**config.mk**
```make
export PLATFORM = sky130hd
export DESIGN_NAME = cla_sub32_pipe_flat
export DESIGN_NICKNAME = d
export VERILOG_FILES = /design/src/rtl/cla_sub32_pipe_pkg.sv /design/src/rtl/cla_sub32_pipe_if.sv /design/src/rtl/cla_chunk_sub.sv /design/src/rtl/cla_sub32_pipe.sv /design/src/flat_wrapper.sv
export SDC_FILE = /design/constraint.sdc
export NUM_CORES = 1
export LEC_CHECK = 0
export ABC_AREA = 1
export CAP_MARGIN = 5
export CORE_MARGIN = 2
export CORE_UTILIZATION = 39
export CTS_BUF_LIST = sky130_fd_sc_hd__clkbuf_8
export DETAILED_ROUTE_END_ITERATION = 16
export PLACE_DENSITY_LB_ADDON = 0.1
export SYNTH_ARGS = -nofsm -noshare
export SYNTH_HDL_FRONTEND = slang
export SYNTH_SLANG_ARGS = --single-unit
```
**constraint.sdc**
```tcl
create_clock -name clk -period 4.1 [get_ports clk]
set_input_delay 0.615 -clock clk [delete_from_list [all_inputs] [get_ports clk]]
set_output_delay 0.615 -clock clk [all_outputs]
set_load 0.01 [all_outputs]
```
**src/rtl/cla_sub32_pipe_pkg.sv**
```systemverilog
// Shared definitions for the pipelined CLA subtract/compare unit.
// Defaults, the result flag bundle and the per-stage chunk width helper.
package sub_pkg;

  localparam int SUB_WIDTH_DEF  = 32;
  localparam int SUB_STAGES_DEF = 2;

  typedef struct packed {
    logic bout;
    logic of;
    logic zero;
    logic lt;
    logic ltu;
  } sub_flags_t;

  function automatic int chunk_bits(input int width, input int stages);
    return width / stages;
  endfunction

endpackage

```
**src/rtl/cla_sub32_pipe_if.sv**
```systemverilog
// Operand/result stream bundle for cla_sub32_pipe.
// The slave side is the unit itself; the master side is the producer/consumer.
interface cla_sub32_pipe_if
  import sub_pkg::*;
#(
  parameter int WIDTH = SUB_WIDTH_DEF
);
  logic             in_valid;
  logic             in_ready;
  logic [WIDTH-1:0] in_a;
  logic [WIDTH-1:0] in_b;
  logic             in_bin;
  logic             out_valid;
  logic             out_ready;
  logic [WIDTH-1:0] out_diff;
  logic             out_bout;
  logic             out_of;
  logic             out_zero;
  logic             out_lt;
  logic             out_ltu;

  modport slave (
    input  in_valid, in_a, in_b, in_bin, out_ready,
    output in_ready, out_valid, out_diff, out_bout, out_of, out_zero, out_lt, out_ltu
  );

  modport master (
    output in_valid, in_a, in_b, in_bin, out_ready,
    input  in_ready, out_valid, out_diff, out_bout, out_of, out_zero, out_lt, out_ltu
  );
endinterface

```
**src/rtl/cla_chunk_sub.sv**
```systemverilog
// Combinational CHUNK-bit a + ~b + cin built from 4-bit CLA groups.
// Group carries ripple from one group to the next.
module cla_chunk_sub
  import sub_pkg::*;
#(
  parameter int CHUNK = chunk_bits(SUB_WIDTH_DEF, SUB_STAGES_DEF)
) (
  input  logic [CHUNK-1:0] a,
  input  logic [CHUNK-1:0] b,
  input  logic             cin,
  output logic [CHUNK-1:0] diff,
  output logic             cout
);
  localparam int NG = CHUNK / 4;

  logic [CHUNK-1:0] bn;
  logic [CHUNK-1:0] p;
  logic [CHUNK-1:0] g;
  logic [CHUNK-1:0] c;
  logic [NG:0]      gc;

  assign bn    = ~b;
  assign p     = a ^ bn;
  assign g     = a & bn;
  assign gc[0] = cin;

  for (genvar gi = 0; gi < NG; gi++) begin : g_grp
    localparam int L = gi * 4;
    logic grp_g;
    logic grp_p;

    assign c[L]   = gc[gi];
    assign c[L+1] = g[L] | (p[L] & gc[gi]);
    assign c[L+2] = g[L+1] | (p[L+1] & g[L]) | (p[L+1] & p[L] & gc[gi]);
    assign c[L+3] = g[L+2] | (p[L+2] & g[L+1]) | (p[L+2] & p[L+1] & g[L])
                  | (p[L+2] & p[L+1] & p[L] & gc[gi]);

    // Group generate/propagate let the next group's carry skip the inner bits.
    assign grp_g = g[L+3] | (p[L+3] & g[L+2]) | (p[L+3] & p[L+2] & g[L+1])
                 | (p[L+3] & p[L+2] & p[L+1] & g[L]);
    assign grp_p = &p[L+3:L];
    assign gc[gi+1] = grp_g | (grp_p & gc[gi]);
  end

  assign diff = p ^ c;
  assign cout = gc[NG];
endmodule

```
**src/rtl/cla_sub32_pipe.sv**
```systemverilog
// Pipelined subtract/compare unit: diff = a - b - bin, one CHUNK per stage.
// Each stage registers its carry and the untouched operand bits for the next.
module cla_sub32_pipe
  import sub_pkg::*;
#(
  parameter int WIDTH  = SUB_WIDTH_DEF,
  parameter int STAGES = SUB_STAGES_DEF
) (
  input logic             clk,
  input logic             rst,
  cla_sub32_pipe_if.slave bus
);
  localparam int CHUNK = chunk_bits(WIDTH, STAGES);
  localparam int MSB   = WIDTH - 1;

  // Index k of the *_in arrays is what stage k consumes.
  logic [WIDTH-1:0]  a_in    [STAGES];
  logic [WIDTH-1:0]  b_in    [STAGES];
  logic [WIDTH-1:0]  diff_in [STAGES];
  logic [STAGES-1:0] carry_in;
  logic [STAGES-1:0] valid_in;
  logic [STAGES-1:0] valid;
  logic [STAGES-1:0] adv;
  logic [STAGES-1:0] load;

  assign a_in[0]     = bus.in_a;
  assign b_in[0]     = bus.in_b;
  assign diff_in[0]  = '0;
  assign carry_in[0] = ~bus.in_bin;
  assign valid_in[0] = bus.in_valid;
  assign bus.in_ready = load[0];

  for (genvar gi = 0; gi < STAGES; gi++) begin : g_stage
    logic [CHUNK-1:0] chunk_diff;
    logic             chunk_cout;
    logic [WIDTH-1:0] diff_new;
    logic             valid_reg;

    cla_chunk_sub #(.CHUNK(CHUNK)) u_chunk (
      .a    (a_in[gi][gi*CHUNK +: CHUNK]),
      .b    (b_in[gi][gi*CHUNK +: CHUNK]),
      .cin  (carry_in[gi]),
      .diff (chunk_diff),
      .cout (chunk_cout)
    );

    assign diff_new  = diff_in[gi] | (WIDTH'(chunk_diff) << (gi * CHUNK));
    assign valid[gi] = valid_reg;
    assign load[gi]  = ~valid[gi] | adv[gi];

    always_ff @(posedge clk) begin
      if (rst) begin
        valid_reg <= 1'b0;
      end else if (load[gi]) begin
        valid_reg <= valid_in[gi];
      end
    end

    if (gi == STAGES - 1) begin : g_last
      logic [WIDTH-1:0] diff_reg;
      sub_flags_t       flags_reg;
      sub_flags_t       flags_next;

      assign adv[gi] = bus.out_ready;

      always_comb begin
        flags_next      = '0;
        flags_next.bout = ~chunk_cout;
        flags_next.of   = (a_in[gi][MSB] != b_in[gi][MSB]) && (diff_new[MSB] != a_in[gi][MSB]);
        flags_next.lt   = diff_new[MSB] ^ flags_next.of;
        flags_next.zero = (diff_new == '0);
        flags_next.ltu  = flags_next.bout;
      end

      // Only the output stage is cleared so the result port reads zero after reset.
      always_ff @(posedge clk) begin
        if (rst) begin
          diff_reg  <= '0;
          flags_reg <= '0;
        end else if (load[gi] && valid_in[gi]) begin
          diff_reg  <= diff_new;
          flags_reg <= flags_next;
        end
      end

      assign bus.out_valid = valid_reg;
      assign bus.out_diff  = diff_reg;
      assign bus.out_bout  = flags_reg.bout;
      assign bus.out_of    = flags_reg.of;
      assign bus.out_zero  = flags_reg.zero;
      assign bus.out_lt    = flags_reg.lt;
      assign bus.out_ltu   = flags_reg.ltu;
    end else begin : g_mid
      logic [WIDTH-1:0] a_reg;
      logic [WIDTH-1:0] b_reg;
      logic [WIDTH-1:0] diff_reg;
      logic             carry_reg;

      assign adv[gi] = ~valid[gi+1] | adv[gi+1];

      always_ff @(posedge clk) begin
        if (load[gi] && valid_in[gi]) begin
          a_reg     <= a_in[gi];
          b_reg     <= b_in[gi];
          diff_reg  <= diff_new;
          carry_reg <= chunk_cout;
        end
      end

      assign a_in[gi+1]     = a_reg;
      assign b_in[gi+1]     = b_reg;
      assign diff_in[gi+1]  = diff_reg;
      assign carry_in[gi+1] = carry_reg;
      assign valid_in[gi+1] = valid_reg;
    end
  end
endmodule

```
**src/flat_wrapper.sv**
```systemverilog
// flat-port wrapper written by rule: the top's interface ports become plain ports
module cla_sub32_pipe_flat import sub_pkg::*;
#(
  parameter int WIDTH  = SUB_WIDTH_DEF,
  parameter int STAGES = SUB_STAGES_DEF
)
  (clk, rst, bus_in_valid, bus_in_a, bus_in_b, bus_in_bin, bus_out_ready, bus_in_ready, bus_out_valid, bus_out_diff, bus_out_bout, bus_out_of, bus_out_zero, bus_out_lt, bus_out_ltu);
  cla_sub32_pipe_if #(.WIDTH(WIDTH)) bus_i ();
  input logic clk;
  input logic rst;
  input wire logic [$bits(bus_i.in_valid)-1:0] bus_in_valid;
  input wire logic [$bits(bus_i.in_a)-1:0] bus_in_a;
  input wire logic [$bits(bus_i.in_b)-1:0] bus_in_b;
  input wire logic [$bits(bus_i.in_bin)-1:0] bus_in_bin;
  input wire logic [$bits(bus_i.out_ready)-1:0] bus_out_ready;
  output wire logic [$bits(bus_i.in_ready)-1:0] bus_in_ready;
  output wire logic [$bits(bus_i.out_valid)-1:0] bus_out_valid;
  output wire logic [$bits(bus_i.out_diff)-1:0] bus_out_diff;
  output wire logic [$bits(bus_i.out_bout)-1:0] bus_out_bout;
  output wire logic [$bits(bus_i.out_of)-1:0] bus_out_of;
  output wire logic [$bits(bus_i.out_zero)-1:0] bus_out_zero;
  output wire logic [$bits(bus_i.out_lt)-1:0] bus_out_lt;
  output wire logic [$bits(bus_i.out_ltu)-1:0] bus_out_ltu;
  assign bus_i.in_valid = bus_in_valid;
  assign bus_i.in_a = bus_in_a;
  assign bus_i.in_b = bus_in_b;
  assign bus_i.in_bin = bus_in_bin;
  assign bus_i.out_ready = bus_out_ready;
  assign bus_in_ready = bus_i.in_ready;
  assign bus_out_valid = bus_i.out_valid;
  assign bus_out_diff = bus_i.out_diff;
  assign bus_out_bout = bus_i.out_bout;
  assign bus_out_of = bus_i.out_of;
  assign bus_out_zero = bus_i.out_zero;
  assign bus_out_lt = bus_i.out_lt;
  assign bus_out_ltu = bus_i.out_ltu;
  cla_sub32_pipe #(.WIDTH(WIDTH), .STAGES(STAGES)) u_core (.clk(clk), .rst(rst), .bus(bus_i));
endmodule
```
==> summary.md <==
| Metric | Value |
|---|---|
| Outcome | finished clean |
| Post-route ant nets | 0 |
| Worst Setup Path Type | reg2reg |
| Most frequent CP cell | nor2_1 |
| Pre-Repair DR Iteration Count | 4 |
| Initial Util | 39.8% |
| Dpl ws | 0.883 ns |
| Flip-flop count of the largest register after layout | 32 |
| Total gr overflow | 0 |
| Reg2Reg Capture Point | u_core.bus.out_zero$_SDFFE_PP0P_ |
| Layout cells sized above 1 | 6.73% |
| IO Port Bufs | 107 |
| RSZ-0062 raised after global routing | false |
| Post-CTS resize count | 0 |
| Post-synth top area share | 32.7% |
| Synth Warn # | 0 |
| Root Buffer | clkbuf_8 |
| Row Count | 39 |
| Power share of the clock group | around 30% |
| Top_reg_cell synth | edfxtp_1 |
| Placed Instances | 736 |
| P_sw | 0.570 mW |
| Seq/Total Area, Yosys | between 40% and 50% |
| Multi-input gate area in the final layout | 0.00190 mm^2 |
| Clk slew on worst S/H paths | 0.08 ns |
| Critical path required time | 4.39 ns |
| Largest area contributor in the netlist | edfxtp_1 |
| Crit-path max FO | 5 |
| Setup bufs post-CTS | 0 |
| Detailed placer's ending HPWL | 7.00 mm |
| Tot Pwr | 2.13 mW |
| CP max stage cell | fa_1 |
| # setup viols final | 0 |
| CP Launch Type | flop |
| Hold depth | 2 |
| Gpl congestion | just over 0.8 |
| Fill cell count | 1045 |
| FF+latch area | approximately 0.0022 mm^2 |
| Final Slew Violations | 0 |
| EDFF count, synth | 49 |
| Syn Std Cell Area | 0.00450 mm^2 |
| Synth Register Bits | 87 |
| Slew @ Worst Pin | around 1 ns |
| Final worst-path cycle share | 78.9% |
| Vias in the first global route | 3409 |
| Power Dens Cells | 361 mW/mm^2 |
| Syn Area/Cell | 9.08 um^2 |
| VDD IR max | 0.000154 V |
| Largest cells by area after synthesis | edfxtp_1 (33%), dfxtp_1 (17%), ha_1 (8.9%), nand2_1 (6.8%), inv_1 (6.7%) |
| Largest net degree at the start of global routing | 50 |
| Hold Path Sink | u_core.bus.out_of$_SDFFE_PP0P_ |
| CTS Hold Bufs | 0 |
| Type of the tightest min-delay check | reg2reg |
| Total die area | ~0.012 mm^2 |
| Placed cell area | between 0.005 and 0.006 mm^2 |
| CTS tree | built |
| Die height | 111 um |
| Via count | around 3500 |
| Synthesized instance count | 496 |
| R2R setup slack | about 0.86 ns |
| Slew HR | 32.5% |
| Max cap viols | 0 |
| Post-synth cell types | 31 |
| CTS HTree Levels | 3 |
| Global-route wire length before repair | around 16 mm |
| FMAX | slightly above 300 MHz |
| Gate power share | 21.4% |
| Placeable Area | approximately 0.011 mm^2 |
| Fin crit period | 3.24 ns |
| IO Count | ~110 |
| # DRC | 0 |
| Hold Startpoint | u_core.bus.out_of$_SDFFE_PP0P_ |
| Non-Filler Instances | between 700 and 800 |
| Fraction of registers with async set/reset | 0% |
| Pint | 1.56 mW |
| Layout Nets | 714 |
| Gr usage total | 15.6% |
| Switch share | a little over a quarter |
| Final Hold Violating Endpoints | 0 |
| CTS buffer count | 9 |
| Maximum clock path buffer count | 2 |
| Cell count of the worst reg-to-reg path | 25 |
| Chip width | between 100 and 150 um |
| Routed vias/inst | 4.63 |
| Leak pwr | 2.65 nW |
| Setup TNS | 0 ns |
| Post-synth net total | 606 |
| Slowest stage delay, CP | 0.61 ns |
| Final Worst Setup Slack | 0.864 ns |
| Most frequent cells after synthesis | nand2_1 (81), inv_1 (80), nor2_1 (66), edfxtp_1 (49), dfxtp_1 (38) |
| Initial antenna violation count | 0 |
| Clk_lat worst skew | 0.36 ns |
| Initial DRC Count | 146 |
| R2R Path Start | u_core.g_stage[0].g_mid.a_reg[17]$_DFFE_PP_ |
| Routed WL | 9.36 mm |
| Design area | 0.00591 mm^2 |
| Flop pwr share | approximately 49% |
| Worst Setup End Kind | flop |
| N_diodes | 0 |
| Final setup skew | 0.00891 ns |
| Synth-to-Final Area Change | 31.3% |
| # clock sinks | 87 |
| Most frequent cell after synthesis | nand2_1 |
| Routed len/inst | 12.4 um |
| Arr. time, crit path | 3.53 ns |
## worst max-delay path: cells and delay by family, from the launching register on
family	cells	cell delay [ns]
and+or+nand+nor	22	1.76
adders and majority gates	2	0.98
DFF	1	0.37
AOI/OAI and AO/OA	1	0.09
## per-layer routing
metal / up-vias / GRT usage (%) / routed length (um)
li1: 1818 / - / -
met1: 1585 / 19.0 / 4190
met2: 78 / 26.5 / 4620
met3: 2 / 4.41 / 496
met4: 0 / 5.93 / 54
met5: - / 0 / 0
## power by group through the flow
stage               clock, mW  combinational (mW)  sequential [mW]
floorplan                   0               0.261             1.06
global placement            0               0.453             1.06
detailed placement          0               0.460             1.06
CTS                     0.663               0.463             1.04
global route            0.706               0.516             1.05
finish                  0.639               0.457             1.04
## cell type report
| cell class | instances | area share, % |
|---|---|---|
| multi-input cells | 313 | 32.0 |
| well taps | 143 | 3.03 |
| clock buffers | 9 | 2.09 |
| repair buffers | 107 | 18.1 |
| flip-flops and latches | 87 | 37.7 |
| clock inverters | 7 | 1.48 |
| inverters | 86 | 5.50 |
## worst max-delay path by stage
stage / from / endpoint / slack, ns
floorplan: u_core.g_stage[0].g_mid.a_reg[17]$_DFFE_PP_ / u_core.bus.out_zero$_SDFFE_PP0P_ / 1.23
global placement: u_core.g_stage[0].g_mid.a_reg[17]$_DFFE_PP_ / u_core.bus.out_zero$_SDFFE_PP0P_ / 1.01
detailed placement: u_core.g_stage[0].g_mid.a_reg[19]$_DFFE_PP_ / u_core.bus.out_zero$_SDFFE_PP0P_ / 0.88
CTS: u_core.g_stage[0].g_mid.a_reg[19]$_DFFE_PP_ / u_core.bus.out_zero$_SDFFE_PP0P_ / 0.87
global route: u_core.g_stage[0].g_mid.a_reg[19]$_DFFE_PP_ / u_core.bus.out_zero$_SDFFE_PP0P_ / 0.51
finish: u_core.g_stage[0].g_mid.a_reg[17]$_DFFE_PP_ / u_core.bus.out_zero$_SDFFE_PP0P_ / 0.86
## stage by stage
stage          utilization (%)  hold WS (ns)
4_1_cts                   52.2         0.481
6_report                  52.2         0.474
5_1_grt                   52.2         0.511
2_1_floorplan                -         0.472
3_3_place_gp              50.4         0.461
3_5_place_dp              50.4         0.468
## cells by family after synthesis
| kind of cell | after synthesis | share of synthesized area (%) |
|---|---|---|
| xor gates and xnor gates | 13 | 2.53 |
| buffers and inverters | 96 | 8.34 |
| and+or+nand+nor | 191 | 18.2 |
| adders and majority gates | 41 | 12.9 |
| AOI/OAI and AO/OA | 68 | 8.50 |
| DFF | 87 | 49.6 |
## layout by cell type (no fill, tap or decap), drive strengths merged, types with 2 or more instances in the layout
master         netlist  layout
clkdlybuf4s50        0     107
nand2               91      91
inv                 86      86
nor2                70      70
edfxtp              49      49
dfxtp               38      38
ha                  32      32
o21ai               29      29
a21oi               24      24
nand3               19      19
fa                   9       9
clkbuf               8       9
xnor2                8       8
nand3b               5       5
xor2                 5       5
a31oi                4       4
o211ai               4       4
clkinv               0       4
nand4                3       3
a21o                 3       3
a221oi               2       2
o21bai               2       2
and3                 2       2
bufinv               0       2
Note: power is estimated with default switching activity, not from simulation.
